--- config.mk ---
export PLATFORM = sky130hd
export DESIGN_NAME = i3c_axi_wr_csr_buf
export DESIGN_NICKNAME = d
export VERILOG_FILES = /design/src/rtl/i3c_axi_wr_csr_buf.sv
export SDC_FILE = /design/constraint.sdc
export NUM_CORES = 1
export LEC_CHECK = 0
export BUFFER_PORTS_ARGS = -buffer_cell sky130_fd_sc_hd__buf_2
export CAP_MARGIN = 20
export CORE_MARGIN = 2
export CORE_UTILIZATION = 40
export CTS_CLUSTER_SIZE = 40
export DETAILED_ROUTE_END_ITERATION = 10
export PLACE_DENSITY = 0.64
export SYNTH_ARGS = -nofsm -noshare
export SYNTH_HDL_FRONTEND = slang
export SYNTH_SLANG_ARGS = --single-unit
--- constraint.sdc ---
create_clock -name clk -period 6.7 [get_ports clk]
set_input_delay 0.335 -clock clk [delete_from_list [all_inputs] [get_ports clk]]
set_output_delay 0.335 -clock clk [all_outputs]
set_load 0.005 [all_outputs]
--- src/rtl/i3c_axi_wr_csr_buf.sv ---
// rtl/i3c_axi_wr_csr_buf.sv - AXI write-beat buffer with CSR window decode and FWFT replay FIFO
module i3c_axi_wr_csr_buf #(
    parameter int unsigned   AW          = 32,
    parameter int unsigned   DW          = 32,
    parameter int unsigned   UW          = 32,
    parameter int unsigned   IW          = 1,
    parameter int unsigned   DEPTH       = 4,
    parameter logic [AW-1:0] BASE_ADDR   = 32'h0,
    parameter int unsigned   WIN_SIZE    = 32'h1000,
    parameter bit            STRICT_STRB = 1'b1,
    localparam int unsigned  BC          = DW / 8,
    localparam int unsigned  OW          = $clog2(WIN_SIZE),
    localparam int unsigned  LW          = $clog2(DEPTH + 1)
) (
    input  logic          clk,
    input  logic          rst_n,
    input  logic          s_dv,
    input  logic [AW-1:0] s_addr,
    input  logic [UW-1:0] s_user,
    input  logic [IW-1:0] s_id,
    input  logic [DW-1:0] s_wdata,
    input  logic [BC-1:0] s_wstrb,
    input  logic [2:0]    s_wsize,
    input  logic          s_last,
    output logic          s_hld,
    output logic          s_err,
    output logic          m_valid,
    input  logic          m_ready,
    output logic [OW-1:0] m_addr,
    output logic [DW-1:0] m_wdata,
    output logic [BC-1:0] m_wstrb,
    output logic [IW-1:0] m_id,
    output logic          m_last,
    output logic [LW-1:0] level,
    output logic          idle,
    output logic [7:0]    err_cnt,
    input  logic          err_cnt_clr
);

    localparam int unsigned PW = $clog2(DEPTH);
    localparam int unsigned EW = OW + DW + BC + IW + 1;
    localparam logic [AW:0] L_BASE = {1'b0, BASE_ADDR};
    localparam logic [AW:0] L_WIN  = (AW + 1)'(WIN_SIZE);

    logic [EW-1:0] r_mem [DEPTH];
    logic [PW-1:0] r_wr_ptr;
    logic [PW-1:0] r_rd_ptr;
    logic [LW-1:0] r_level;
    logic [7:0]    r_err_cnt;

    logic [AW:0]   w_off;
    logic          w_bad;
    logic          w_full;
    logic          w_push;
    logic          w_pop;
    logic          w_unused;

    // Offset computed one bit wider so an address below BASE cannot wrap into the window.
    assign w_off    = {1'b0, s_addr} - L_BASE;
    assign w_bad    = ({1'b0, s_addr} < L_BASE) || (w_off >= L_WIN) ||
                      (STRICT_STRB && (s_wstrb != {BC{1'b1}}));
    assign w_full   = (r_level == LW'(DEPTH));
    assign w_unused = ^{s_user, s_wsize};

    assign s_err  = rst_n && s_dv && w_bad;
    assign s_hld  = rst_n && s_dv && !w_bad && w_full;
    assign w_push = s_dv && !s_hld && !s_err;
    assign w_pop  = m_valid && m_ready;

    assign m_valid = (r_level != '0);
    assign {m_addr, m_wdata, m_wstrb, m_id, m_last} = r_mem[r_rd_ptr];
    assign level   = r_level;
    assign idle    = (r_level == '0) && !s_dv;
    assign err_cnt = r_err_cnt;

    always_ff @(posedge clk) begin
        if (w_push && rst_n) begin
            r_mem[r_wr_ptr] <= {w_off[OW-1:0], s_wdata, s_wstrb, s_id, s_last};
        end
    end

    always_ff @(posedge clk) begin
        if (!rst_n) begin
            r_wr_ptr <= '0;
            r_rd_ptr <= '0;
            r_level  <= '0;
        end else begin
            if (w_push) begin
                r_wr_ptr <= r_wr_ptr + 1'b1;
            end
            if (w_pop) begin
                r_rd_ptr <= r_rd_ptr + 1'b1;
            end
            if (w_push && !w_pop) begin
                r_level <= r_level + 1'b1;
            end else if (w_pop && !w_push) begin
                r_level <= r_level - 1'b1;
            end
        end
    end

    always_ff @(posedge clk) begin
        if (!rst_n || err_cnt_clr) begin
            r_err_cnt <= '0;
        end else if (s_err && (r_err_cnt != 8'hFF)) begin
            r_err_cnt <= r_err_cnt + 8'd1;
        end
    end

    always_comb begin
        a_hld_not_err : assert (!(s_hld && s_err));
    end

    a_level_max : assert property (@(posedge clk) disable iff (!rst_n) r_level <= LW'(DEPTH));

    a_m_stable : assert property (@(posedge clk) disable iff (!rst_n)
        (m_valid && !m_ready) |=> $stable({m_addr, m_wdata, m_wstrb, m_id, m_last}));

    a_no_x : assert property (@(posedge clk) disable iff (!rst_n)
        !$isunknown({s_hld, s_err, m_valid}));

endmodule

==> impl_results.md, run 1 <==
* Outcome: finished clean
* CORE AREA at 0.0201 mm²
* Sw Pwr at 741 µW
* Syn Area/Cell at approximately 22 µm²
* Final min period at 2980 ps
* CP peak stage delay at 490 ps
* Area leader, netlist: edfxtp_1
* Routed wire length at 15300 µm
* Clock power frac at between 30% and 40%
* Count leader, synth: edfxtp_1
* Setup TNS at 0 ps
* Die Span Y at roughly 150 µm
* Clock root buffer: clkbuf_16
* Reg-to-Reg Start: level[0]
* Ys flop type: edfxtp_1
* Routability cong. at 0.795
* First-pass GRT wire length at 24000 µm
* Worst EP required at between 7000 and 8000 ps
* Hold path depth at 1
* Final ANT Viol Nets at 0
* DP Wirelength at 9220 µm
* Worst Path Arrival at 3380 ps
* Reg power frac at 47.1%
* CP Launch Point: s_addr[21]
* TritonCTS clock tree: done
* Pin count of the biggest net entering global routing at 51
* Die X at 147 µm
* Post-synthesis sequential area ratio at between 70% and 80%
* Startpoint types: input pin
* H-tree Lvls at 1
* Combinational power share at ~16%
* Initial antenna violation count at 1
* Worst slew pin tran at 780 ps
* Period utilisation layout at 44.5%
* Leakage power at 0.00339 µW
* Residual DRC at 0
* Vias in the first global route at 4533
* R2R depth at 9
* Clk slew on worst S/H paths at approximately 60 ps
* Worst slack, placed at ~3200 ps
* Final setup fails at 0
* Vias at 4117
* Async SR Flop Fraction at 0%
* Slowest stage cell on the critical path: nor4b_1
* Clock buffer depth at 3
* Sw Ratio at between 20% and 30%
* Layout cells sized above 1 at around 44%
* Postcts setup bufs at 0
* I/O pin count at 175
* #FFs+latches synth at 217
* Top-area cell type share of the netlist area at 73.6%
* DR WL/cell at about 19 µm
* Initial Utilization at 40.6%
* Final nets at 651
* Tot Pwr at 3300 µW
* Crit-path max FO at 5
* Port bufs at 139
* Rel. slew slack at 48.0%
* Crit. End Element: register
* Total congestion overflow at 0
* Max IR drop VDD at a little over 0.0002 V
* Max Clock Freq at 335 MHz
* Setup ws final at 3720 ps
* CTS buffer count at 23
* CP most frequent cell: a21boi_0
* CP endpoint: level[2]
* Power density over cell area at 331 mW/mm²
* Worst skew pair latency at 480 ps
* Maximum capacitance violations at 0
* Resized cells post-CTS at 0
* Total track usage at 14.2%
* Vias per cell at 5.01
* Main area contributors after synthesis: edfxtp_1 (74%), mux4_2 (14%), dfxtp_1 (4.2%)
* Crit path kind: in2reg
* Sequence of cells on the critical path: buf_2, nor4b_1, nand4_1, nor2_1, nand2_1, a21boi_0, ha_1, inv_1, fa_1, xor2_1, or3_1, a21boi_0
* Filler instances at 1660
* Area growth syn-to-layout at 22.3%
* Max Clock Skew at 8.57 ps
* Hold buffer count at cts at 0
* Initial DRC Count at 195
* # clock sinks at 217
* Worst Hold Class: in2reg
* Yosys cell types at 38
* Synthesized cell area at between 0.008 and 0.009 mm²
* Final hold violation count at 0
* Die area at about 0.022 mm²
* DRT Pass-1 Iters at 4
* Mapped Cells at around 370
* Number of flops mapped to enable cells by yosys at 200
* Row cnt at 52
* Final Slew Violations at 0
* RSZ-0062 raised after global routing: false
* Reg-to-Reg End: level[2]
* Net Count, Synth at 491
* Synthesis Warnings at 0
* R2R setup slack at ~4200 ps
* Pint at 2560 µW
* Post-synth top cells: edfxtp_1 (200), mux4_2 (50), dfxtp_1 (17), nand2_1 (10)
sequential cells by signal, indices dropped and copies added (netlist names), named ones only:
signal	cells
r_rd_ptr	2
err_cnt	8
r_mem	200
level	3
r_wr_ptr	2
worst max-delay path, delay by kind of cell:
family	cells	cell delay (ps)
AO/OA/AOI/OAI	2	480
XOR/XNOR	1	160
AND/OR/NAND/NOR	5	1640
adder cells (fa/ha/maj)	2	610
buffers and inverters	2	150
worst min path at each step:
stage	from	slack, ps	to
floorplan	s_last	430	r_mem[0][0]
global placement	err_cnt[1]	490	err_cnt[1]
detailed placement	err_cnt[1]	510	err_cnt[1]
CTS	s_wdata[1]	50	r_mem[0][7]
global route	s_wdata[13]	50	r_mem[2][19]
finish	s_wdata[26]	70	r_mem[0][32]
routing by layer:
metal  vias up  track usage [%]  share of wire [%]
met5         -                0                  0
li1       1868                -                  -
met2       120             24.2                 50
met3        15             3.07                5.7
met4         0             3.20               0.99
met1      2114             19.1                 43
placed cells by master, fill, tap and decap left out, types with 3 or more instances in the layout:
cell and count:
clkinv_2 3, ha_1 6, nor4_1 4, or3_1 4
mux4_2 50, nor3_2 5, inv_1 8, buf_4 9
buf_2 139, nor2_1 5, clkbuf_16 23, a21oi_1 4
bufinv_16 3, and2_1 6, dfxtp_1 15, edfxtp_1 200
nand2_1 10, o21ai_0 6, nand3_1 4, clkinv_1 10
xnor2_1 4
logic make-up after synthesis:
kind of cell	after synthesis	synth area share, %
flip-flops	217	77.8
adder cells (fa/ha/maj)	7	1.17
buffers and inverters	22	1.18
multiplexers	51	13.9
AO/OA/AOI/OAI	17	1.43
AND/OR/NAND/NOR	54	3.85
XOR/XNOR	6	0.644
layout make-up:
cell class	count	area, µm²	area share, %
well taps	270	338	3.39
inverters	8	30.0	0.301
multi-input cells	135	1730	17.4
repair buffers	149	791	7.93
clock buffers	25	583	5.85
clock inverters	16	143	1.43
diodes	1	2.50	0.0251
flip-flops and latches	217	6350	63.7
stage by stage:
step	utilization [%]	instances	hold WS, ps	instance area (µm²)
after floorplan	-	374	434	8160
after global placement	45.8	778	487	9220
after detailed placement	45.8	778	506	9220
after CTS	49.5	819	45.2	9940
after global routing	49.6	820	46.1	9970
final	49.6	821	66.8	9970
power groups by stage:
stage	Clock [µW]	Sequential [µW]	Combinational [µW]
2_1_floorplan	0	1540	376
3_3_place_gp	0	1630	476
3_5_place_dp	0	1630	486
4_1_cts	1240	1610	488
5_1_grt	1300	1560	587
6_report	1210	1550	540
No activity file was read; power rests on OpenSTA's default activity.
==> inputs of run 2 (changes only) <==
--- a/config.mk
+++ b/config.mk
@@ -5,13 +5,14 @@
 export SDC_FILE = /design/constraint.sdc
 export NUM_CORES = 1
 export LEC_CHECK = 0
+export ABC_AREA = 1
 export BUFFER_PORTS_ARGS = -buffer_cell sky130_fd_sc_hd__buf_2
 export CAP_MARGIN = 20
 export CORE_MARGIN = 2
 export CORE_UTILIZATION = 40
 export CTS_CLUSTER_SIZE = 40
 export DETAILED_ROUTE_END_ITERATION = 10
-export PLACE_DENSITY = 0.64
+export PLACE_DENSITY = 0.63
 export SYNTH_ARGS = -nofsm -noshare
 export SYNTH_HDL_FRONTEND = slang
 export SYNTH_SLANG_ARGS = --single-unit
==> constraint.sdc (replaced) <==
create_clock -name clk -period 2.9 [get_ports clk]
set_input_delay 0.145 -clock clk [delete_from_list [all_inputs] [get_ports clk]]
set_output_delay 0.145 -clock clk [all_outputs]
set_load 0.005 [all_outputs]
==> impl_results.md, run 2 <==
* Hold WS at 30.7 ps (-36.1 ps)
* Area growth syn-to-layout at 28.8%
* Vias in the first global route at 5445 (+20%)
* Leakage power at 0.00394 µW (+16%)
* Die Span Y at 149 µm (+1.2%)
* Final hold violation count at 0 (unchanged)
* Area leader, netlist: edfxtp_1
* Die area at 0.0221 mm² (+2.5%)
* Yosys cell types at 25 (-34%)
* TritonCTS clock tree: done
* #FFs+latches synth at 217 (unchanged)
* Port bufs at 139 (unchanged)
* DP Wirelength at 9580 µm (+3.9%)
* Initial Utilization at 41.1% (+0.52 points)
* Row cnt at 52 (unchanged)
* Initial DRC Count at 327 (+68%)
* Worst skew pair latency at 500 ps (+20 ps)
* Die X at 149 µm (+1.2%)
* Clock power frac at 38.7% (+2.1 points)
* Worst EP required at 3290 ps (-3800 ps)
* Worst slew pin tran at 665 ps (-115 ps)
* Layout cells sized above 1 at 23.9% (-20 points)
* Crit-path max FO at 5 (unchanged)
* Pin count of the biggest net entering global routing at 101 (+98%)
* DR WL/cell at 16.1 µm (-14%)
* Sw Ratio at 24.8% (+2.3 points)
* Final min period at between 2000 and 2500 ps
* Post-synth top cells: edfxtp_1 (200), nor2_1 (122), o21ai_0 (106), o22ai_1 (50), clkbuf_1 (30)
* Worst slack, placed at 699 ps (-2480 ps)
* Synthesis Warnings at 0 (unchanged)
* Clk slew on worst S/H paths at 60 ps (about the same)
* Tot Pwr at 7900 µW (+140%)
* RSZ-0062 raised after global routing: false
* Final setup fails at 0 (unchanged)
* Setup ws final at 684 ps (-3030 ps)
* Most flops, register: r_mem
* I/O pin count at 175 (unchanged)
* CORE AREA at 0.0204 mm² (+1.3%)
* Fin area at 0.0108 mm² (+8.1%)
* Total track usage at 16.2% (+1.9 points)
* Initial antenna violation count at 0 (-1)
* H-tree Lvls at 1 (unchanged)
* Inserted Diodes at 0 (-1)
* Synthesized cell area at 0.00837 mm² (+2.6%)
* Final Slew Violations at 0 (unchanged)
* Slowest stage cell on the critical path: dlygate4sd3_1
* Number of flops mapped to enable cells by yosys at 200 (unchanged)
* Final nets at 949 (+46%)
* Top-area cell type share of the netlist area at 71.8% (-1.9 points)
* Reg power frac at 44.9% (-2.2 points)
* Async SR Flop Fraction at 0% (unchanged)
* Final ANT Viol Nets at 0 (unchanged)
* Commonest non-fill, non-tap cell in the layout: edfxtp_1
* Maximum capacitance violations at 0 (unchanged)
* Sw Pwr at 1960 µW (+160%)
* Vias at 5570 (+35%)
* Commonest non-fill, non-tap cells in the layout: edfxtp_1 (200), buf_2 (139), nor2_1 (118)
* CP peak stage delay at 520 ps (+30 ps)
* Max Clock Freq at about 450 MHz
* Rel. slew slack at 55.6% (+7.6 points)
* Pint at 5940 µW (+130%)
* Setup TNS at 0 ps (unchanged)
* Power density over cell area at 733 mW/mm² (+120%)
* Clock buffer depth at 3 (unchanged)
* DP Area at 0.00944 mm² (+2.5%)
* # clock sinks at 217 (unchanged)
* CTS buffer count at 22 (-4.3%)
* First-pass GRT wire length at 28000 µm (+17%)
* Main area contributors after synthesis: edfxtp_1 (72%), o21ai_0 (6.3%), nor2_1 (5.5%)
* CP most frequent cell: inv_1
* Net Count, Synth at 752 (+53%)
* Total congestion overflow at 0 (unchanged)
* Largest register FFs at 200 (unchanged)
* Ys flop type: edfxtp_1
* Mapped Cells at 635 (+70%)
* Crit path kind: in2reg
* DRT Pass-1 Iters at 4 (unchanged)
* Vias per cell at 4.98 (-0.65%)
* Worst Path Arrival at 2600 ps (-780 ps)
* Max Clock Skew at 9.98 ps (+1.41 ps)
* Routed wire length at 17900 µm (+18%)
* Postcts setup bufs at 0 (unchanged)
* Clock root buffer: clkbuf_16
* Outcome: finished clean
* Crit. End Element: register
* Count leader, synth: edfxtp_1
* Sequence of cells on the critical path: dlygate4sd3_1, buf_2, nand2_1, inv_1, nand2_1, nor2_1, nand3_1, nand2_2, nand3_2, inv_1, ha_1, inv_1, fa_1, a21oi_1, o21ai_0, o21ai_0, a21oi_1
* Max IR drop VDD at 0.000355 V (+71%)
* Period utilisation layout at 76.4%
* Routability cong. at 0.766 (-3.7%)
* Combinational power share at 16.4% (about the same)
* Post-synthesis sequential area ratio at 75.8% (-2.0 points)
* Residual DRC at 0 (unchanged)
* Syn Area/Cell at 13.2 µm² (-40%)
* Worst Hold Class: in2reg
* Startpoint types: input pin
[run 2: power groups by stage]
stage | clock network [µW] | registers [µW] | logic, µW
floorplan | 0 | 3610 | 686
global placement | 0 | 3610 | 1240
detailed placement | 0 | 3610 | 1250
CTS | 3120 | 3550 | 1310
global route | 3250 | 3550 | 1470
finish | 3060 | 3550 | 1290
[run 2: area by class of cell]
| class | count | area, µm² |
|---|---|---|
| clock buffers | 28 | 603 |
| clock inverters | 12 | 199 |
| fillers | 1707 | 9590 |
| inverters | 28 | 105 |
| multi-input cells | 358 | 1820 |
| flip-flops and latches | 217 | 6350 |
| well taps | 270 | 338 |
| repair buffers | 205 | 1360 |
[run 2: stage by stage]
stage / cells / util [%]
floorplan: 635 / -
global placement: 1025 / 46.4
detailed placement: 1025 / 46.4
CTS: 1118 / 52.9
global route: 1118 / 52.9
finish: 1118 / 52.9
[run 2: final timing paths]
check	to	startpoint	slack (ps)	cells past startpoint
hold reg to reg	r_rd_ptr[1]	r_rd_ptr[1]	460	2
setup / recovery	level[2]	s_wstrb[1]	680	17
hold / removal	r_wr_ptr[0]	s_dv	30	4
setup reg to reg	level[2]	level[1]	760	13
[run 2: what timing repair did]
item / in CTS / in global routing
endpoints found under the hold margin: 208 / 0
hold buffers: 53 / 0
gates resized for setup: 0 / 0
[run 2: kinds of logic after synthesis]
logic type,after synthesis,synth area share (%)
flip-flops,217,75.8
AND/OR/NAND/NOR,174,8.67
AO/OA/AOI/OAI,171,11.0
buffers and inverters,60,2.75
adder cells (fa/ha/maj),7,1.14
XOR/XNOR,6,0.628
[run 2: worst max-delay path: cells and delay by family]
kind | cells | cell delay [ps]
buffers and inverters | 5 | 900
AND/OR/NAND/NOR | 6 | 580
adder cells (fa/ha/maj) | 2 | 520
AO/OA/AOI/OAI | 4 | 470
[run 2: routing by layer]
metal / track usage [%] / part of all wire (%) / vias up
li1: - / - / 2714
met1: 21.1 / 42 / 2671
met2: 27.7 / 49 / 157
met3: 3.47 / 6.5 / 28
met4: 4.24 / 1.8 / 0
met5: 0 / 0 / -
